File: src/rtl/fft_stage_sequencer.sv
// fft_stage_sequencer: address and control sequencer for one shared radix-2 DIT butterfly
// working in place on an N-point sample RAM whose input is already in bit-reversed order.
// One butterfly is issued per RUN cycle; a single DRAIN bubble closes each stage so the
// last write-back of a stage lands before the first read of the next.
//
// Optional build macro: FFT_SEQ_IFFT_EN adds the `inverse` input (latched on start
// acceptance) and the `tw_conj` output (latched value while busy, 0 otherwise).
module fft_stage_sequencer #(
    parameter int unsigned N_POINTS = 64,
    parameter int unsigned LOG2_N   = 6
) (
    input  logic                      clk,
    input  logic                      rst_n,
    input  logic                      start,
`ifdef FFT_SEQ_IFFT_EN
    input  logic                      inverse,
    output logic                      tw_conj,
`endif
    output logic                      busy,
    output logic                      done,
    output logic [LOG2_N-1:0]         rd_addr_a,
    output logic [LOG2_N-1:0]         rd_addr_b,
    output logic                      rd_en,
    output logic [LOG2_N-2:0]         tw_addr,
    output logic                      wr_en,
    output logic [LOG2_N-1:0]         wr_addr_a,
    output logic [LOG2_N-1:0]         wr_addr_b,
    output logic [$clog2(LOG2_N)-1:0] stage,
    output logic                      first_stage
);

    localparam int unsigned SW = $clog2(LOG2_N);  // stage counter width
    localparam int unsigned JW = LOG2_N - 1;      // butterfly counter width

    localparam logic [JW-1:0] JLast = JW'(N_POINTS / 2 - 1);
    localparam logic [SW-1:0] SLast = SW'(LOG2_N - 1);
    // One extra bit so s+1 and (LOG2_N-1-s) never overflow the shift amount.
    localparam logic [SW:0]   TwTop = (SW + 1)'(LOG2_N - 1);

    typedef enum logic [1:0] {
        StIdle,
        StRun,
        StDrain,
        StDone
    } state_e;

    state_e          state_q, state_d;
    logic [SW-1:0]   s_q, s_d;
    logic [JW-1:0]   j_q, j_d;

    logic            run;
    logic [SW:0]     s_ext;
    logic [SW:0]     s_p1;
    logic [SW:0]     tw_sh;
    logic [LOG2_N-1:0] j_ext;
    logic [LOG2_N-1:0] half;
    logic [LOG2_N-1:0] pos;
    logic [LOG2_N-1:0] grp;
    logic [LOG2_N-1:0] addr_a_c;
    logic [LOG2_N-1:0] addr_b_c;
    logic [JW-1:0]     tw_c;

    logic [LOG2_N-1:0] hold_a_q;
    logic [LOG2_N-1:0] hold_b_q;
    logic [JW-1:0]     hold_tw_q;

    logic              wr_en_q;
    logic [LOG2_N-1:0] wr_a_q;
    logic [LOG2_N-1:0] wr_b_q;
    logic [SW-1:0]     stage_q;
    logic              first_q;

    // State and loop-counter registers.
    always_ff @(posedge clk or negedge rst_n) begin
        if (!rst_n) begin
            state_q <= StIdle;
            s_q     <= '0;
            j_q     <= '0;
        end else begin
            state_q <= state_d;
            s_q     <= s_d;
            j_q     <= j_d;
        end
    end

    // Next-state logic: N/2 RUN cycles then one DRAIN per stage, LOG2_N stages, then DONE.
    always_comb begin
        state_d = state_q;
        s_d     = s_q;
        j_d     = j_q;
        unique case (state_q)
            StIdle: begin
                if (start) begin
                    state_d = StRun;
                    s_d     = '0;
                    j_d     = '0;
                end
            end
            StRun: begin
                if (j_q == JLast) begin
                    state_d = StDrain;
                end else begin
                    j_d = j_q + 1'b1;
                end
            end
            StDrain: begin
                if (s_q == SLast) begin
                    state_d = StDone;
                end else begin
                    state_d = StRun;
                    s_d     = s_q + 1'b1;
                    j_d     = '0;
                end
            end
            StDone: begin
                // Clear the counters so the idle write-back copies read as stage 0.
                state_d = StIdle;
                s_d     = '0;
                j_d     = '0;
            end
            default: begin
                state_d = StIdle;
                s_d     = '0;
                j_d     = '0;
            end
        endcase
    end

    // Status strobes decoded straight from the state register.
    always_comb begin
        run   = (state_q == StRun);
        busy  = (state_q != StIdle);
        done  = (state_q == StDone);
        rd_en = run;
    end

    // Butterfly operand addresses: insert a 0 at bit s of j for the even operand,
    // the odd operand is the same index with bit s set. Twiddle index is the
    // in-group position scaled up to the N/2-entry ROM.
    always_comb begin
        s_ext    = {1'b0, s_q};
        s_p1     = s_ext + 1'b1;
        tw_sh    = TwTop - s_ext;
        j_ext    = {1'b0, j_q};
        half     = LOG2_N'(1) << s_q;
        pos      = j_ext & (half - 1'b1);
        grp      = j_ext >> s_q;
        addr_a_c = (grp << s_p1) | pos;
        // Bit s of addr_a_c is always 0, so the add never carries.
        addr_b_c = addr_a_c + half;
        tw_c     = pos[JW-1:0] << tw_sh;
    end

    // Last issued read addresses, presented while no read is in progress.
    always_ff @(posedge clk or negedge rst_n) begin
        if (!rst_n) begin
            hold_a_q  <= '0;
            hold_b_q  <= '0;
            hold_tw_q <= '0;
        end else if (run) begin
            hold_a_q  <= addr_a_c;
            hold_b_q  <= addr_b_c;
            hold_tw_q <= tw_c;
        end
    end

    // Read-side address outputs: live during RUN, held otherwise.
    always_comb begin
        rd_addr_a = run ? addr_a_c : hold_a_q;
        rd_addr_b = run ? addr_b_c : hold_b_q;
        tw_addr   = run ? tw_c     : hold_tw_q;
    end

    // Write-back pipeline: one cycle behind the read, aligned with RAM/ROM output data.
    always_ff @(posedge clk or negedge rst_n) begin
        if (!rst_n) begin
            wr_en_q <= 1'b0;
            wr_a_q  <= '0;
            wr_b_q  <= '0;
            stage_q <= '0;
            first_q <= 1'b0;
        end else begin
            wr_en_q <= run;
            wr_a_q  <= rd_addr_a;
            wr_b_q  <= rd_addr_b;
            stage_q <= s_q;
            // Only qualify base-case mode on real write-backs of stage 0.
            first_q <= run && (s_q == '0);
        end
    end

    // Write-side outputs.
    always_comb begin
        wr_en       = wr_en_q;
        wr_addr_a   = wr_a_q;
        wr_addr_b   = wr_b_q;
        stage       = stage_q;
        first_stage = first_q;
    end

`ifdef FFT_SEQ_IFFT_EN
    logic inv_q;

    // Direction latched when a transform is accepted; held until the next one.
    always_ff @(posedge clk or negedge rst_n) begin
        if (!rst_n) begin
            inv_q <= 1'b0;
        end else if ((state_q == StIdle) && start) begin
            inv_q <= inverse;
        end
    end

    // Conjugate twiddles only while a transform is in flight.
    always_comb begin
        tw_conj = busy && inv_q;
    end
`endif

endmodule

File: config.mk
export PLATFORM = sky130hd
export DESIGN_NAME = fft_stage_sequencer
export DESIGN_NICKNAME = d
export VERILOG_FILES = /design/src/rtl/fft_stage_sequencer.sv
export SDC_FILE = /design/constraint.sdc
export NUM_CORES = 1
export LEC_CHECK = 0
export CAP_MARGIN = 20
export CORE_MARGIN = 1
export CORE_UTILIZATION = 30
export CTS_CLUSTER_SIZE = 10
export DETAILED_ROUTE_END_ITERATION = 10
export GPL_TIMING_DRIVEN = 0
export HOLD_SLACK_MARGIN = 0.08
export PLACE_DENSITY = 0.58
export SYNTH_ARGS = -nofsm -noshare
export SYNTH_HDL_FRONTEND = slang
export SYNTH_SLANG_ARGS = --single-unit
File: constraint.sdc
create_clock -name clk -period 10.6 [get_ports clk]
set_input_delay 2.12 -clock clk [delete_from_list [all_inputs] [get_ports clk]]
set_output_delay 2.12 -clock clk [all_outputs]
set_load 0.005 [all_outputs]
[Yosys cells after proc, flatten, opt, wreduce, memory -nomap -nowiden]
Cells that the tools add are included.
Cells by class
  add/sub/neg operators: 6
  multiply operators: 0
  divide/modulo/power cells: 0
  magnitude comparators: 0
  equality and inequality tests: 9
  shift operators: 4
  mux-type cells: 14
  bitwise logic cells: 2
  reductions and logical operators: 8
Operators with widths (count)
  $mux 5: 4
  $pmux 5 s4: 1
  $mux 6: 2
  $pmux 3 s3: 1
  $pmux 2 s4: 1
  $add 6x6->6: 1
  $and 5x6->6: 1
  $mux 2: 3
  $mux 3: 2
  $ne 2x2->1 const B: 3
  $or 6x6->6: 1
  $reduce_and 3->1: 2
  $shl 1x3->6 const A: 1
  $shl 6x4->6: 1
  $shr 5x3->6: 1
  $sub 6x1->6 const B: 1
  $add 5x1->5 const B: 1
  $eq 5x5->1 const B: 1
  $shl 5x4->5: 1
  $add 3x1->4 const B: 1
  $eq 2x2->1 const B: 2
  $sub 3x3->4 const A: 1
  $add 3x1->3 const B: 1
  $eq 3x3->1 const B: 1
  other kinds (8): 8
Storage, ports and cells
  register bits after elaboration: 32
  latch bits: 0
  memory bits (writable): 0
  memory bits (read-only): 0
  bits of input ports: 3
  memories kept: 0

[Logic depth before layout (Yosys ltp)]
  word-level depth: 6
  depth in mapped cells: 16

[Worst setup path after synthesis]
No wires, ideal clock.
  path kind: reg-to-output
  start point: register s_q[1]
  end point: output port rd_addr_b[5]
  arrival: 3.403 ns
  slack: 5.077 ns
  cell stages (with the launch flop): 15
  cell sequence: dfrtp_1 -> buf_6 -> clkbuf_1 -> inv_1 -> ha_1 -> clkbuf_1 -> mux2_2 -> a32o_1 -> a221o_1 -> ha_1 -> nor4bb_1 -> a311oi_1 -> nand3_1 -> o2111ai_1 -> o211ai_1
On the way
  word-level cells in the longest chain between the ends: 6
  elaborated cells between the ends (all ways): 9
  classes of those cells: add/sub: 3; shift: 3; mux: 1; bitwise: 2
RTL lines
  start: declaration: RTL line 48  | logic [SW-1:0] s_q, s_d;
  start signal: assignment: RTL line 77  | s_q <= '0;
  start signal: assignment: RTL line 81  | s_q <= s_d;
  $shl 1x3->6: RTL line 145  | half = LOG2_N'(1) << s_q;
  $sub 6x1->6: RTL line 146  | pos = j_ext & (half - 1'b1);
  $and 5x6->6: RTL line 146
  $or 6x6->6: RTL line 148  | addr_a_c = (grp << s_p1) | pos;
  $add 6x6->6 (*): RTL line 150  | addr_b_c = addr_a_c + half;
  $mux 6 (*): RTL line 170  | rd_addr_b = run ? addr_b_c : hold_b_q;
  end: declaration: RTL line 22  | output logic [LOG2_N-1:0] rd_addr_b,
Every way passes the cells marked *; elsewhere a longest branch is shown, timed or not.

[Worst setup path after layout]
Ends and elaborated chain as after synthesis.

==> Flow_metrics.wiki <==
{| class="wikitable"
! Metric !! Value
|-
| Transition at the pin with the smallest max-transition slack || 720 ps
|-
| Setup repair after global routing missed its margin || no
|-
| Number of flip-flops and latches in the synthesized netlist || 32
|-
| Maximum buffer depth of the clock tree || 2
|-
| Final worst path period need || 7060 ps
|-
| Cell types occupying the most area after synthesis || sky130_fd_sc_hd__dfrtp_1 (38%), sky130_fd_sc_hd__ha_1 (9.6%), sky130_fd_sc_hd__nand2_1 (5.8%), sky130_fd_sc_hd__o21ai_0 (3.6%), sky130_fd_sc_hd__mux2_2 (3.2%)
|-
| Synthesized instance count || 221
|-
| Initial Util || 30.9%
|-
| Mapped Nets || 241
|-
| Post-placement worst setup slack || between 3000 and 4000 ps
|-
| Total of max-cap violations || 0
|-
| Count of filler cells inserted in the layout || between 600 and 700
|-
| Clock Tree Root || sky130_fd_sc_hd__clkbuf_8
|-
| TritonCTS clock tree || yes
|-
| Areal power density over the cells || ~91 mW/mm^2
|-
| Count of unique library cells instantiated by Yosys || 50
|-
| DR vias || 1780
|-
| Count of instances resized after the clock tree is built || 0
|-
| Number of CTS-inserted buffers || 5
|-
| Initial antenna violation count || 0
|-
| Global-route usage over all layers || 15.2%
|-
| Post-synthesis instance area || between 0.002 and 0.0025 sq mm
|-
| Drt first-iter violations || 91
|-
| Crit path launch type || flop
|-
| Maximum level of the CTS H-tree || 2
|-
| Worst min path class || reg2reg
|-
| Post-layout worst setup margin || between 3000 and 4000 ps
|-
| Antenna viol nets, final || 0
|-
| Crit Path Category || reg2out
|-
| Largest voltage drop on the vdd net || between 0.04 and 0.05 mV
|-
| Wire length of the first global-routing pass || 8750 microns
|-
| Layout overhead on the synthesized area || 28.4%
|-
| List of cells traversed by the critical path || buf_6 -> clkbuf_1 -> inv_1 -> ha_1 -> clkbuf_1 -> mux2_2 -> a32o_1 -> a221o_1 -> ha_1 -> nor4bb_1 -> a311oi_1 -> nand3_1 -> o2111ai_1 -> o211ai_1 -> clkdlybuf4s50_1
|-
| Area of the core region || 0.00676 sq mm
|-
| Share of post-route cells with drive strength above 1 || 9.33%
|-
| Area share of the largest cell type after synthesis || 38.4%
|-
| Final-layout setup total negative slack || 0 ps
|-
| Port Buffers || 39
|-
| Maximum number of pins on one net before global-route repair || 33
|-
| Largest clock skew in the final design || approximately 3.6 ps
|-
| Final cycle utilization of the critical path || 66.6%
|-
| Routed via count divided by cell count || 5.11
|-
| Hpwl dp || between 3000 and 4000 microns
|-
| Delay of the slowest cell on the worst path || 540 ps
|-
| Width of the chip || about 85 microns
|-
| Largest fanout on the critical path || 10
|-
| Required @ worst endpoint || 8480 ps
|-
| Relative slew slack || 52.0%
|-
| Flop2flop setup slack || approximately 6400 ps
|-
| Number of clock sinks || 32
|-
| Average wire length per cell after detail routing || 14.8 microns
|-
| Count of inserted antenna diode cells || 0
|-
| Dominant synthesized flop cell || sky130_fd_sc_hd__dfrtp_1
|-
| Worst-Skew Late Latency || between 200 and 300 ps
|-
| Vertical extent of the die || 85.4 microns
|-
| Cell accounting for the most synthesized area || sky130_fd_sc_hd__dfrtp_1
|-
| Status || finished clean
|-
| Grt total ovfl || 0
|-
| Startpoint of the lowest-slack register-to-register path || s_q[1]
|-
| DRC Markers || 0
|-
| Average size of a mapped cell || 9.44 sq um
|-
| Number of enable-type register cells in the synthesized netlist || 0
|-
| Count of TritonRoute iterations in the first routing pass || 4
|-
| Beginning of the worst hold path || hold_tw_q[1]
|-
| Master of the slowest instance on the critical path || sky130_fd_sc_hd__clkdlybuf4s50_1
|-
| Final-report hold violation count || 0
|-
| Origin of the worst setup path || s_q[1]
|-
| Critical path capture point type || output port
|-
| Sequential-to-total area share from yosys stat || a little under two fifths
|-
| Floorplan row count || 30
|-
| Post-Route WL || 5140 microns
|-
| Ys async rst share || 100%
|-
| Count of final setup violators || 0
|-
| Via count of the first global-routing pass || 1755
|-
| Data arrival time of the critical path || 4940 ps
|-
| Max Freq || around 140 MHz
|-
| Total of warnings raised by yosys || 0
|-
| DIE AREA || ~0.0073 sq mm
|-
| Pleak || 1.16 nW
|-
| Hold-fix buffer count after cts || 0
|-
| Post-layout nets || 287
|-
| Final weighted congestion in routability-driven placement || 0.911
|-
| Final max-slew violation count || 0
|-
| Post-CTS clock slew at the launch and capture registers of the worst setup and hold paths || around 70 ps
|-
| Number of setup buffers added after CTS || 0
|-
| Number of top-level design ports || 40
|}
==> cell type report <==
type                            count  area [sq um]  area share [%]
Clock inverter                      2          35.0            1.31
Timing Repair Buffer               39           385            14.4
Sequential cell                    32           801            29.9
Clock buffer                        6          72.6            2.71
Buffer                             11          60.1            2.24
Inverter                           10          37.5            1.40
Multi-Input combinational cell    168          1190            44.3
Tap cell                           80           100            3.74
==> flip-flops by register name (all words and copies together), names as in the netlist <==
signal	count
wr_addr_b	6
stage	3
first_stage	1
j_q	5
state_q	2
hold_tw_q	5
s_q	3
wr_en	1
wr_addr_a	6
==> worst max-delay path, delay by kind of cell (launching register included) <==
| kind | cells | cell delay (ps) |
|---|---|---|
| buffers and inverters | 5 | 1650 |
| and+or+nand+nor | 2 | 440 |
| AOI/OAI and AO/OA | 5 | 950 |
| adders and majority gates | 2 | 680 |
| DFF | 1 | 520 |
| muxes | 1 | 390 |
==> routing by layer <==
metal  global-route usage (%)  part of all wire [%]  up-vias
met5                        0                     0        -
met4                     4.39                   1.2        0
met3                     2.63                   3.4        7
met2                     23.8                    44       41
met1                     21.7                    52      843
li1                         -                     -      889
==> power breakdown <==
| group | internal, W | total (W) | leakage, nW | switching, W |
|---|---|---|---|---|
| clock | 0.0000698 | 0.000118 | 0.0552 | 0.0000485 |
| sequential | 0.000122 | 0.000122 | 0.373 | 0 |
| combinational | 0.000000584 | 0.00000319 | 0.733 | 0.00000260 |
==> cells in the final DEF (no fill, tap or decap), drive strengths merged, types with 3 or more instances in the layout <==
| cell | Yosys | layout |
|---|---|---|
| clkdlybuf4s50 | 0 | 38 |
| nand2 | 32 | 32 |
| dfrtp | 32 | 32 |
| ha | 16 | 16 |
| o21ai | 15 | 15 |
| nor2 | 11 | 11 |
| clkbuf | 5 | 11 |
| inv | 9 | 9 |
| mux2 | 8 | 8 |
| a21oi | 7 | 7 |
| buf | 6 | 7 |
| nor2b | 5 | 5 |
| nand3 | 5 | 5 |
| o22ai | 5 | 5 |
| nand2b | 4 | 4 |
| xor2 | 4 | 4 |
| a22o | 4 | 4 |
| o31ai | 4 | 4 |
| and3 | 3 | 3 |
| mux2i | 3 | 3 |
| and2 | 3 | 3 |
| xnor2 | 3 | 3 |
| nand4 | 3 | 3 |
==> synthesized netlist by cell type (all sizes together), types with 2 or more instances <==
| library cell | instances |
|---|---|
| dfrtp | 32 |
| nand2 | 32 |
| ha | 16 |
| o21ai | 15 |
| nor2 | 11 |
| inv | 9 |
| mux2 | 8 |
| a21oi | 7 |
| buf | 6 |
| clkbuf | 5 |
| nand3 | 5 |
| nor2b | 5 |
| o22ai | 5 |
| a22o | 4 |
| nand2b | 4 |
| o31ai | 4 |
| xor2 | 4 |
| and2 | 3 |
| and3 | 3 |
| mux2i | 3 |
| nand4 | 3 |
| xnor2 | 3 |
| a211o | 2 |
| a21boi | 2 |
| a21o | 2 |
| a311oi | 2 |
| a32o | 2 |
| o21a | 2 |
| o2bb2ai | 2 |
| or2 | 2 |
| or3 | 2 |
==> worst paths after layout <==
check	cells past startpoint	to
max	15	rd_addr_b[5]
min	2	hold_tw_q[1]
max reg2reg	14	wr_addr_b[5]
min reg2reg	2	hold_tw_q[1]
max in group asynchronous	1	j_q[3]
min in group asynchronous	1	wr_en
==> kinds of logic (layout without fill, tap and decap cells) <==
| family | after synthesis | after routing | share of synthesized area, % |
|---|---|---|---|
| simple gates | 74 | 74 | 17.0 |
| buf+inv | 21 | 68 | 4.68 |
| xor+xnor | 7 | 7 | 2.94 |
| compound gates | 59 | 59 | 20.3 |
| fa+ha+maj | 17 | 17 | 10.6 |
| mux | 11 | 11 | 6.12 |
| flops | 32 | 32 | 38.4 |
==> stage by stage <==
stage          instances  cell area [sq um]  util, %  hold slack (ps)  power [W]
2_1_floorplan        221               2090        -              460   0.000125
3_3_place_gp         340               2580     38.1              476   0.000128
3_5_place_dp         340               2570     38.1              466   0.000128
4_1_cts              348               2680     39.6              498   0.000247
5_1_grt              348               2680     39.6              532   0.000254
6_report             348               2680     39.6              497   0.000244
Note: power is estimated with default switching activity, not from simulation.
